## src/rtl/reg_share_arb.sv

```systemverilog
// reg_share_arb: round-robin arbiter guarding one shared WIDTH-bit register
// among four requesters. All state updates on the falling edge of clk.
//
// Optional feature: define REG_SHARE_ARB_TIMEOUT_EN to force release of a grant
// after MAX_HOLD HOLD cycles (timeout pulses for that RELEASE cycle). Without it,
// a grant lasts until the owner drops req and timeout is tied low.
//
// Ports:
//   clk      clock, falling-edge active
//   reset    asynchronous active-low reset
//   req[3:0] access request per requester
//   wr[3:0]  write strobe per requester (only the owner's is honoured)
//   wdata    requester i data on [i*WIDTH +: WIDTH]
//   grant    one-hot grant in GRANT/HOLD, zero otherwise
//   owner    current or last granted requester
//   busy     high whenever the FSM is not in IDLE
//   q        shared register contents
//   timeout  one-cycle forced-release pulse
//
// state   | meaning
// --------+----------------------------------------------------------
// IDLE    | no grant; picks first req at/after ptr
// GRANT   | first grant cycle; writes ignored
// HOLD    | owner may write q; leaves when owner drops req (or times out)
// RELEASE | one-cycle gap; advances ptr past owner
module reg_share_arb #(
  parameter int WIDTH    = 8,
  parameter int MAX_HOLD = 15
) (
  input  logic               clk,
  input  logic               reset,
  input  logic [3:0]         req,
  input  logic [3:0]         wr,
  input  logic [4*WIDTH-1:0] wdata,
  output logic [3:0]         grant,
  output logic [1:0]         owner,
  output logic               busy,
  output logic [WIDTH-1:0]   q,
  output logic               timeout
);

  if (MAX_HOLD < 1 || MAX_HOLD > 255) begin : g_bad_max_hold
    $error("reg_share_arb: MAX_HOLD must be in 1..255");
  end

  typedef enum logic [1:0] {IDLE, GRANT, HOLD, RELEASE} state_t;

  state_t           state, state_nxt;
  logic [1:0]       ptr, ptr_nxt, owner_nxt;
  logic [1:0]       pick, idx;
  logic             pick_vld;
  logic [WIDTH-1:0] q_nxt;
  logic             hold_done;
  logic [WIDTH-1:0] slice [4];

  for (genvar i = 0; i < 4; i++) begin : g_slice
    assign slice[i] = wdata[i*WIDTH +: WIDTH];
  end

  // Scan downward from the furthest offset so the nearest request at or
  // after ptr is the last (winning) assignment.
  always_comb begin
    pick     = ptr;
    pick_vld = 1'b0;
    idx      = ptr;
    for (int i = 3; i >= 0; i--) begin
      idx = ptr + 2'(i);
      if (req[idx]) begin
        pick     = idx;
        pick_vld = 1'b1;
      end
    end
  end

`ifdef REG_SHARE_ARB_TIMEOUT_EN
  logic [7:0] hold_cnt;
  logic       timeout_q;

  // Held at zero outside HOLD, so it reads 0 in the first HOLD cycle.
  always_ff @(negedge clk or negedge reset) begin
    if (!reset) begin
      hold_cnt  <= '0;
      timeout_q <= 1'b0;
    end else begin
      hold_cnt  <= (state == HOLD) ? hold_cnt + 8'd1 : 8'd0;
      timeout_q <= (state == HOLD) && req[owner] && hold_done;
    end
  end

  assign hold_done = (hold_cnt == 8'(MAX_HOLD - 1));
  assign timeout   = timeout_q;
`else
  assign hold_done = 1'b0;
  assign timeout   = 1'b0;
`endif

  always_comb begin
    state_nxt = state;
    owner_nxt = owner;
    ptr_nxt   = ptr;
    q_nxt     = q;
    case (state)
      IDLE: begin
        if (pick_vld) begin
          owner_nxt = pick;
          state_nxt = GRANT;
        end
      end
      GRANT: state_nxt = HOLD;
      HOLD: begin
        // Dropping req wins over a same-edge write from the owner.
        if (!req[owner]) begin
          state_nxt = RELEASE;
        end else begin
          if (wr[owner]) q_nxt = slice[owner];
          if (hold_done) state_nxt = RELEASE;
        end
      end
      RELEASE: begin
        ptr_nxt   = owner + 2'd1;
        state_nxt = IDLE;
      end
      default: state_nxt = IDLE;
    endcase
  end

  always_ff @(negedge clk or negedge reset) begin
    if (!reset) begin
      state <= IDLE;
      owner <= 2'd0;
      ptr   <= 2'd0;
      q     <= '0;
    end else begin
      state <= state_nxt;
      owner <= owner_nxt;
      ptr   <= ptr_nxt;
      q     <= q_nxt;
    end
  end

  assign grant = (state == GRANT || state == HOLD) ? (4'b0001 << owner) : 4'b0000;
  assign busy  = (state != IDLE);

endmodule

```

## config.mk

```make
export PLATFORM = sky130hd
export DESIGN_NAME = reg_share_arb
export DESIGN_NICKNAME = d
export VERILOG_FILES = /design/src/rtl/reg_share_arb.sv
export SDC_FILE = /design/constraint.sdc
export NUM_CORES = 1
export LEC_CHECK = 0
export CORE_MARGIN = 10
export CORE_UTILIZATION = 37
export CTS_CLUSTER_SIZE = 14
export DETAILED_ROUTE_END_ITERATION = 10
export GPL_TIMING_DRIVEN = 0
export PLACE_DENSITY_LB_ADDON = 0.25
export SKIP_CTS_REPAIR_TIMING = 1
export SLEW_MARGIN = 20
export SYNTH_ARGS = -nofsm -noshare
export SYNTH_HDL_FRONTEND = slang
export SYNTH_SLANG_ARGS = --single-unit
```

## constraint.sdc

```tcl
create_clock -name clk -period 2.3 [get_ports clk]
set_input_delay 0.46 -clock clk [delete_from_list [all_inputs] [get_ports clk]]
set_output_delay 0.46 -clock clk [all_outputs]
set_load 0.01 [all_outputs]
```

Word level (Yosys, flattened, before mapping) --
Index checks and enable logic that the tools add are counted.
Storage, ports and cells: register bits after elaboration 14, output and inout port bits 16
Operators by class: add/sub/neg operators 4, magnitude comparators 6, equal/unequal tests 5, shifts and indexed selects 1, muxes and demuxes 27, bitwise logic cells 1, reductions and logical operators 6
Operators by type and width (number):
- $bmux W8 S2 | 1
- $mux W8 | 2
- $lt A2 B3 Y1 const B | 5
- $bmux W1 S2 | 6
- $mux W2 | 6
- $mux W1 | 10
- $pmux W2 S4 | 1
- $add A2 B1 Y2 const B | 2
- $add A2 B2 Y2 const B | 2
- $eq A2 B2 Y1 const B | 2
- $mux W4 | 1
- $ne A2 B2 Y1 const B | 2
- $reduce_and A2 Y1 | 2
- $shl A1 B2 Y4 const A | 1
- $ge A3 B3 Y1 const B | 1
- $not A2 Y3 | 1
- $reduce_and A3 Y1 | 1
- $eq A2 B1 Y1 const B | 1
- $logic_not A2 Y1 | 1
- $reduce_bool A2 Y1 | 1
- $logic_or A1 B1 Y1 | 1

Depth between registers and ports, before layout --
word-level depth 9, mapped depth 6, depth with buffers taken out 6

==> results.cfg <==
[outcome]
outcome = finished, violations left
violations = setup timing

[logic_synthesis]
synth.area.top_cells = dfrtn_1 (35%), mux4_2 (20%), mux2_2 (10%)
seq_area_frac_synth_pct = 35.0
synth-seq-cells = 14
synth.distinct_cells = 25
synth_top_area_share_pct = 35.0
syn_nets = 129
avgSynthCellArea_um2 = 12.5
synth_area_leader_cell = dfrtn_1
synthCells = 80
syn_area_um2 = 1000
yosysWarningCount = 0

[route]
wire_per_inst_um = 19.6
ant_nets = 0
routed-via-count = 962
viasPerCell = 5.17
drt-initial-drc-count = 25
wl_um = 3640
drt-pass1-iter-count = 4
drc = 0

[hold_path]
hold_path_class = reg2reg

[die]
row_count = 18
ioPinCount = 58
dieArea_um2 = 5190
coreArea_um2 = 2520
die_width_um = 72.0
start_util_pct = 39.7
die_y_um = 72.0

[grt]
grt_antenna_before_repair = 0
track_usage_pct = 11.8
grt_first_pass_wirelength_um = 4840
grt_pass1_vias = 974
grt-ovfl-total = 0
grt_use_met2_pct = 21.4
grt.met1_usage_pct = 12.8
grt-busiest-layer = met2
grtUsageMet3_pct = 2.45
grt_max_degree = 15

[power]
p_int_uw = 1500
switching_power_uw = 863
sequentialPowerShare_pct = 20.6
switching_share_pct = 36.6
p_leak_uw = 0.00114
power_density_nw_per_um2 = 1190
power_frac_comb_pct = 72.0
worst_ir_drop_vdd_uv = 1110
p_clk_share_pct = 7.3

[timing]
hold_viol_final = 0
slew_violations = 0
setup_viol = 24
clock_skew_ns = 0.00277
fin_ws_ns = -0.696
tightest_slew_ns = 0.600
rsz0062_at_grt = true
relSlewSlack_pct = 59.9

[cts]
worstSkewPairLatency_ns = 0.28
cts_buffers = 3
cts_root_buf = clkbuf_4
cts-htree-levels = 1
clock_path_buffers = 2
clock_sinks = 14
cts_tree = done
clk_pin_slew_ns = 0.06

[placement]
post_dp_cell_area_um2 = 1700
gp_congestion = 0.720
hpwl_um = 2660
port_buffers = 56

[setup_path]
crit_type = reg2out
critPathArrivalTime_ns = 2.54
crit_fanout = 4
startpoint_type = flip-flop
crit_required_ns = 1.84
cp-end-kind = output pin

[finish]
fillers = 161
fin_area_um2 = 1990
area_delta_synth_final_pct = 98.5
mostFrequentLayoutCells = dlymetal6s2s_1 (32), buf_4 (18), buf_6 (17)
finish.utilization_pct = 78.8
nNetsFinal = 206
diodes = 0
drive_above_1_share_pct = 53.8
layout_commonest_cell = dlymetal6s2s_1

[run]
maxCapViolCount = 0
-- synthesized netlist by cell type (all sizes together) --
library cell	count
mux4	9
a21oi	4
dfrtn	14
inv	6
o211ai	1
buf	4
o22a	1
mux2i	2
a32o	1
o22ai	2
conb	1
o21ai	1
nand2b	4
nor2	1
nor4	1
a21o	2
ha	7
nand2	4
mux2	10
a31oi	1
and2	4
-- through the flow --
stage	total power, uW	setup slack, ns	hold slack, ns	TNS [ns]	instances
floorplan	1340	-0.404	0.455	-4.79	80
global placement	1810	-0.921	0.439	-17.39	166
CTS	2040	-1.24	0.448	-17.85	170
detailed placement	1860	-0.931	0.448	-17.76	166
finish	2360	-0.696	0.461	-7.11	186
global route	2520	-0.745	0.489	-7.87	186
-- worst max-delay path, stage by stage, from the launching register on --
cell and delay [ns]:
dfrtn_1 0.45, buf_6 0.12, buf_12 0.11, inv_8 0.03, ha_4 0.14, and2_4 0.14
buf_6 0.11
-- kinds of logic (layout without fill, tap and decap cells) --
logic type | count (synthesis) | after routing | share of synthesized area (%)
multiplexers | 21 | 21 | 33.5
flip-flops | 14 | 14 | 35.0
buffers and inverters | 10 | 86 | 5.62
other | 1 | 1 | 0.375
adder cells (fa/ha/maj) | 7 | 7 | 8.75
AND/OR/NAND/NOR | 14 | 14 | 8.25
AO/OA/AOI/OAI | 13 | 13 | 8.50
-- layout make-up --
cell class	instances	area (um2)	area share, %
buffer	4	50.0	2.52
clock buffer	4	36.3	1.83
inverter	6	32.5	1.64
multi-input combinational	56	738	37.2
sequential	14	350	17.6
tap	30	37.5	1.89
timing repair buffer	72	742	37.3
-- power by group through the flow --
stage	Clock (uW)	Combinational (uW)	Sequential [uW]
final	172	1700	487
after global routing	192	1830	501
after CTS	178	1370	495
after detailed placement	0	1360	498
after global placement	0	1320	486
after floorplan	0	819	519
-- path summary, 6_finish.rpt --
path	endpoint	depth (start not counted)	start	slack (ns)
setup / recovery	grant[2]	6	owner[0]	-0.70
hold / removal	q[2]	1	q[2]	0.46
setup reg to reg	q[3]	5	owner[0]	0.35
hold reg to reg	q[2]	1	q[2]	0.46
max in group asynchronous	q[4]	1	reset	0.29
min in group asynchronous	q[0]	1	reset	1.59
-- per-layer routing --
layer	vias up	wire length, um
met5	-	0
met4	0	63
met3	4	179
met2	32	1990
met1	478	1410
li1	448	-
-- state kept, by name, indices dropped and copies added, names as in the netlist --
name / count
owner: 2
ptr: 2
q: 8
state: 2
Note: power is estimated with default switching activity, not from simulation.
==> RTL change 1, RTL diff (config.mk and constraints unchanged) <==
Change the parameter `WIDTH` from 8 to 7.
--- a/src/rtl/reg_share_arb.sv
+++ b/src/rtl/reg_share_arb.sv
@@ -24,7 +24,7 @@
 // HOLD    | owner may write q; leaves when owner drops req (or times out)
 // RELEASE | one-cycle gap; advances ptr past owner
 module reg_share_arb #(
-  parameter int WIDTH    = 8,
+  parameter int WIDTH    = 7,
   parameter int MAX_HOLD = 15
 ) (
   input  logic               clk,
Interface: changed (resized q and wdata); port bits go from 58 to 53. No check against the original RTL was run, so the function may have changed too.
==> RTL change 1 against the unedited design <==
- the flow still finishes with violations (setup timing)
- power decreased by 12%
- sequential cell count decreased by 1
- combinational power decreased by 13%
- worst setup slack improved by 0.038 ns
- global-route usage decreased by 0.84 points
- final cell count decreased by 4.8%
- critical path type unchanged
- area after synthesis decreased by 4.9%
- critical endpoint is now grant[0]
- highest routed layer unchanged
- core utilization decreased by 7.0 points
- final area decreased by 10%
- routed wire length decreased by 15%
==> RTL change 1: results (changes against the unedited design) <==
Post-synth top cells=dfrtn_1, mux4_2, mux2_2 (was dfrtn_1, mux2_2, mux4_2); max reg flops=7 (was 8); wire length of the first global-routing pass=4470 um (was 4840 um); final setup vio count=23 (was 24); worst-path maximum fanout=5 (was 4); wire length on met2=1760 um (was 1990 um); routed len/inst=17.4 um (was 19.6 um); M1 GR Usage=11.3% (was 12.8%); Slew HR=58.0% (was 59.9%); initial antenna violation count=0 (unchanged); grt met2 use=20.8% (was 21.4%); Area after DPL=1550 sq um (was 1700 sq um); via count of the routed design=885 (was 962); Synth area leaders=dfrtn_1, mux4_2, mux2_2 (unchanged); GR Util met3=4.04% (was 2.45%); nets=193 (was 206); mux cell area share after synthesis=30.7% (was 33.5%); hold path startpoint=q[4] (was q[2]); maximum VDD drop=816 uV (was 1110 uV); Synthesized Nets=123 (was 129); vias in the first global route=920 (was 974); Worst Setup Slack, final=-0.658 ns (was -0.696 ns); failing checks=setup timing (unchanged); Synth Area in Adders=9.20% (was 8.75%); Crit path arrival time=2.50 ns (was 2.54 ns); cell count after placement=159 (was 166); Hold EP=q[4] (was q[2]); r2r startpoint=owner[1] (was owner[0]); # port buffers=51 (was 56); status=finished, violations left (unchanged); Pleak=0.947 nW (was 1.14 nW); ratio of cells with drive above 1 in the final layout=49.7% (was 53.8%); GRT Total Usage=11.0% (was 11.8%); Met3 Wirelength=148 um (was 179 um); met1 WL=1150 um (was 1410 um); final cell count without fillers=177 (was 186); 1st-iter DRT viols=44 (was 25); sequential area share after synthesis=34.2% (was 35.0%); Synth cell types=24 (was 25); Clock Skew=0.00483 ns (was 0.00277 ns); Synth warnings=0 (unchanged); Avg Inst Size Synth=12.2 sq um (was 12.5 sq um); # fillers=180 (was 161); post-DP HPWL=2340 um (was 2660 um); pin count of the biggest net entering global routing=14 (was 15); Synth Area in Compound Gates=9.46% (was 8.50%); GPL Wtd Cong=0.740 (was 0.720); setup slack at placement=-1.12 ns (was -0.931 ns); cell family with most CP delay=flip-flops (unchanged)
-- RTL change 1: cell count changes in the layout (fill, tap and decap cells not counted), moves of 2 or more --
cell             delta
dlymetal6s2s_1     -13
nand2b_1            -2
a21o_1              -2
nor2_1              +4
ha_2                +2
buf_4               -5
buf_2               +2
clkbuf_2            -3
o21bai_1            +2
clkdlybuf4s50_1    +13
buf_6               -3
mux2i_4             -2
-- RTL change 1: power by group --
part	switching, W	total (W)	internal, W
Sequential	0.0000936	0.000453	0.000359
Clock	0.0000848	0.000149	0.0000646
Combinational	0.000584	0.00148	0.000895
Total	0.000763	0.00208	0.00132
-- RTL change 1: how the worst max path moves through the flow --
| stage | from | to | slack (ns) | cells past startpoint |
|---|---|---|---|---|
| after floorplan | req[3] | q[0] | -0.44 | 3 |
| after global placement | req[3] | q[4] | -1.09 | 4 |
| after detailed placement | req[3] | q[2] | -1.12 | 4 |
| after CTS | owner[0] | grant[0] | -1.25 | 5 |
| after global routing | owner[0] | grant[0] | -0.69 | 5 |
| final | state[1] | grant[0] | -0.66 | 4 |
-- RTL change 1: area by class of cell --
cell class / instances / area (sq um) / area share [%]
Multi-Input combinational cell: 57 / 667 / 37.5
Timing Repair Buffer: 65 / 664 / 37.3
Sequential cell: 13 / 325 / 18.3
Tap cell: 30 / 37.5 / 2.11
Buffer: 3 / 33.8 / 1.90
Inverter: 5 / 23.8 / 1.34
Clock buffer: 3 / 22.5 / 1.27
Clock inverter: 1 / 5.00 / 0.281
-- RTL change 1: per-stage QoR --
step	TNS, ns	total power, W	hold slack [ns]
5_1_grt	-8.00	0.00223	0.477
3_3_place_gp	-17.92	0.00165	0.447
6_report	-7.32	0.00208	0.451
4_1_cts	-18.44	0.00184	0.453
2_1_floorplan	-4.81	0.00121	0.484
3_5_place_dp	-18.25	0.00168	0.453
==> RTL change 2, RTL diff (same settings) <==
Without the edit above. The 4 states of `state_t` get a one-hot encoding in 4 bits.
--- a/src/rtl/reg_share_arb.sv
+++ b/src/rtl/reg_share_arb.sv
@@ -43,7 +43,7 @@
     $error("reg_share_arb: MAX_HOLD must be in 1..255");
   end
 
-  typedef enum logic [1:0] {IDLE, GRANT, HOLD, RELEASE} state_t;
+  typedef enum logic [3:0] {IDLE = 4'b0001, GRANT = 4'b0010, HOLD = 4'b0100, RELEASE = 4'b1000} state_t;
 
   state_t           state, state_nxt;
   logic [1:0]       ptr, ptr_nxt, owner_nxt;
Check against the original RTL: same outputs for any inputs over 10 cycles, from zero or initial values and one cycle with reset low; not proved beyond that.
==> RTL change 2 against the unedited design <==
- the run still ends with setup timing left
- routed wire length up 0.71%
- power down 19%
- area after synthesis up 5.7%
- synthesized cell count up 7.5%
- final area up 2.9%
- worst setup slack worse by 0.19 ns
- count of clock-buffer cells in the layout unchanged
- via count up 4.9%
- critical path depth down 4
- worst hold slack better by 0.0052 ns
- non-clock buffer count unchanged
- sequential cell count up 2
- highest routed layer unchanged
==> RTL change 2: results (changes against the unedited design) <==
status=finished, violations left (unchanged); failing checks=setup timing (unchanged); R2R cell count=4 (was 5); Clock Skew=0.0543 ns (was 0.00277 ns); Synth cell types=30 (was 25); Met3 Wirelength=165 um (was 179 um); cells after synthesis=86 (was 80); setup slack, reg-to-reg=0.37 ns (was 0.35 ns); hold_ws=0.467 ns (was 0.461 ns); antenna cells=0 (unchanged); wire length on met2=2130 um (was 1990 um); final setup vio count=24 (unchanged); 1st-iter DRT viols=47 (was 25); Synthesized Nets=132 (was 129); Synth Area in Compound Gates=10.6% (was 8.50%); Setup crit end=busy (was grant[2]); GRT Total Usage=11.5% (was 11.8%); Worst Tran Pin Value=0.764 ns (was 0.600 ns); routed len/inst=19.0 um (was 19.6 um); DR top layer=met4 (unchanged); Crit path arrival time=2.73 ns (was 2.54 ns); Post-synth top cells=dfrtn_1, mux2_2, mux4_2 (unchanged); cell count after placement=173 (was 166); pin count of the biggest net entering global routing=17 (was 15); Clk Latency, worst-skew pair=0.34 ns (was 0.28 ns); Hold EP=q[6] (was q[2]); Area after DPL=1760 sq um (was 1700 sq um); buffers from clock root to sink, at most=2 (unchanged); ratio of cells with drive above 1 in the final layout=51.2% (was 53.8%); reg-to-reg endpoint=owner[0] (was q[3]); GPL Wtd Cong=0.889 (was 0.720); hold path startpoint=q[6] (was q[2]); Worst Setup Slack, final=-0.888 ns (was -0.696 ns); Pleak=1.18 nW (was 1.14 nW); mux cell area share after synthesis=31.1% (was 33.5%); CP Launch Point=state[0] (was owner[0]); maximum VDD drop=763 uV (was 1110 uV); post-DP HPWL=2750 um (was 2660 um); switching part of the total=34.7% (was 36.6%); via count of the routed design=1,009 (was 962); total wire length=3670 um (was 3640 um); Synth Area in Adders=4.73% (was 8.75%); worst-path maximum fanout=6 (was 4); nets=209 (was 206); wire length of the first global-routing pass=4870 um (was 4840 um); biggest regs=q: 8 flops, state: 4 flops; vias in the first global route=967 (was 974); met1 WL=1360 um (was 1410 um); Synth area leaders=dfrtn_1, mux4_2, mux2_2 (unchanged); sequential area share after synthesis=37.9% (was 35.0%)
RTL change 2: routing by layer:
layer | GRT usage (%) | vias to the layer above
li1 | - | 479
met1 | 13.0 | 501
met2 | 20.5 | 27
met3 | 4.31 | 2
met4 | 1.24 | 0
met5 | 0 | -
RTL change 2: cell type report:
cell class | count | area [sq um]
Timing Repair Buffer | 72 | 788
Sequential cell | 16 | 402
Buffer | 4 | 41.3
Clock inverter | 1 | 3.75
Clock buffer | 4 | 36.3
Multi-Input combinational cell | 59 | 707
Fill cell | 167 | 713
Inverter | 6 | 27.5
Tap cell | 31 | 38.8
RTL change 2: power by group through the flow:
stage	logic, W	registers (W)	clock network [W]
after CTS	0.00101	0.000552	0.000202
final	0.00119	0.000533	0.000197
after global routing	0.00127	0.000546	0.000216
after detailed placement	0.00101	0.000555	0.00000544
after global placement	0.000993	0.000544	0.00000544
after floorplan	0.000603	0.000566	0.00000544
RTL change 2: critical path: stages (launching register included):
cell     delay, ns
dfstp_2       0.59
or4b_4        0.50
buf_6         0.14
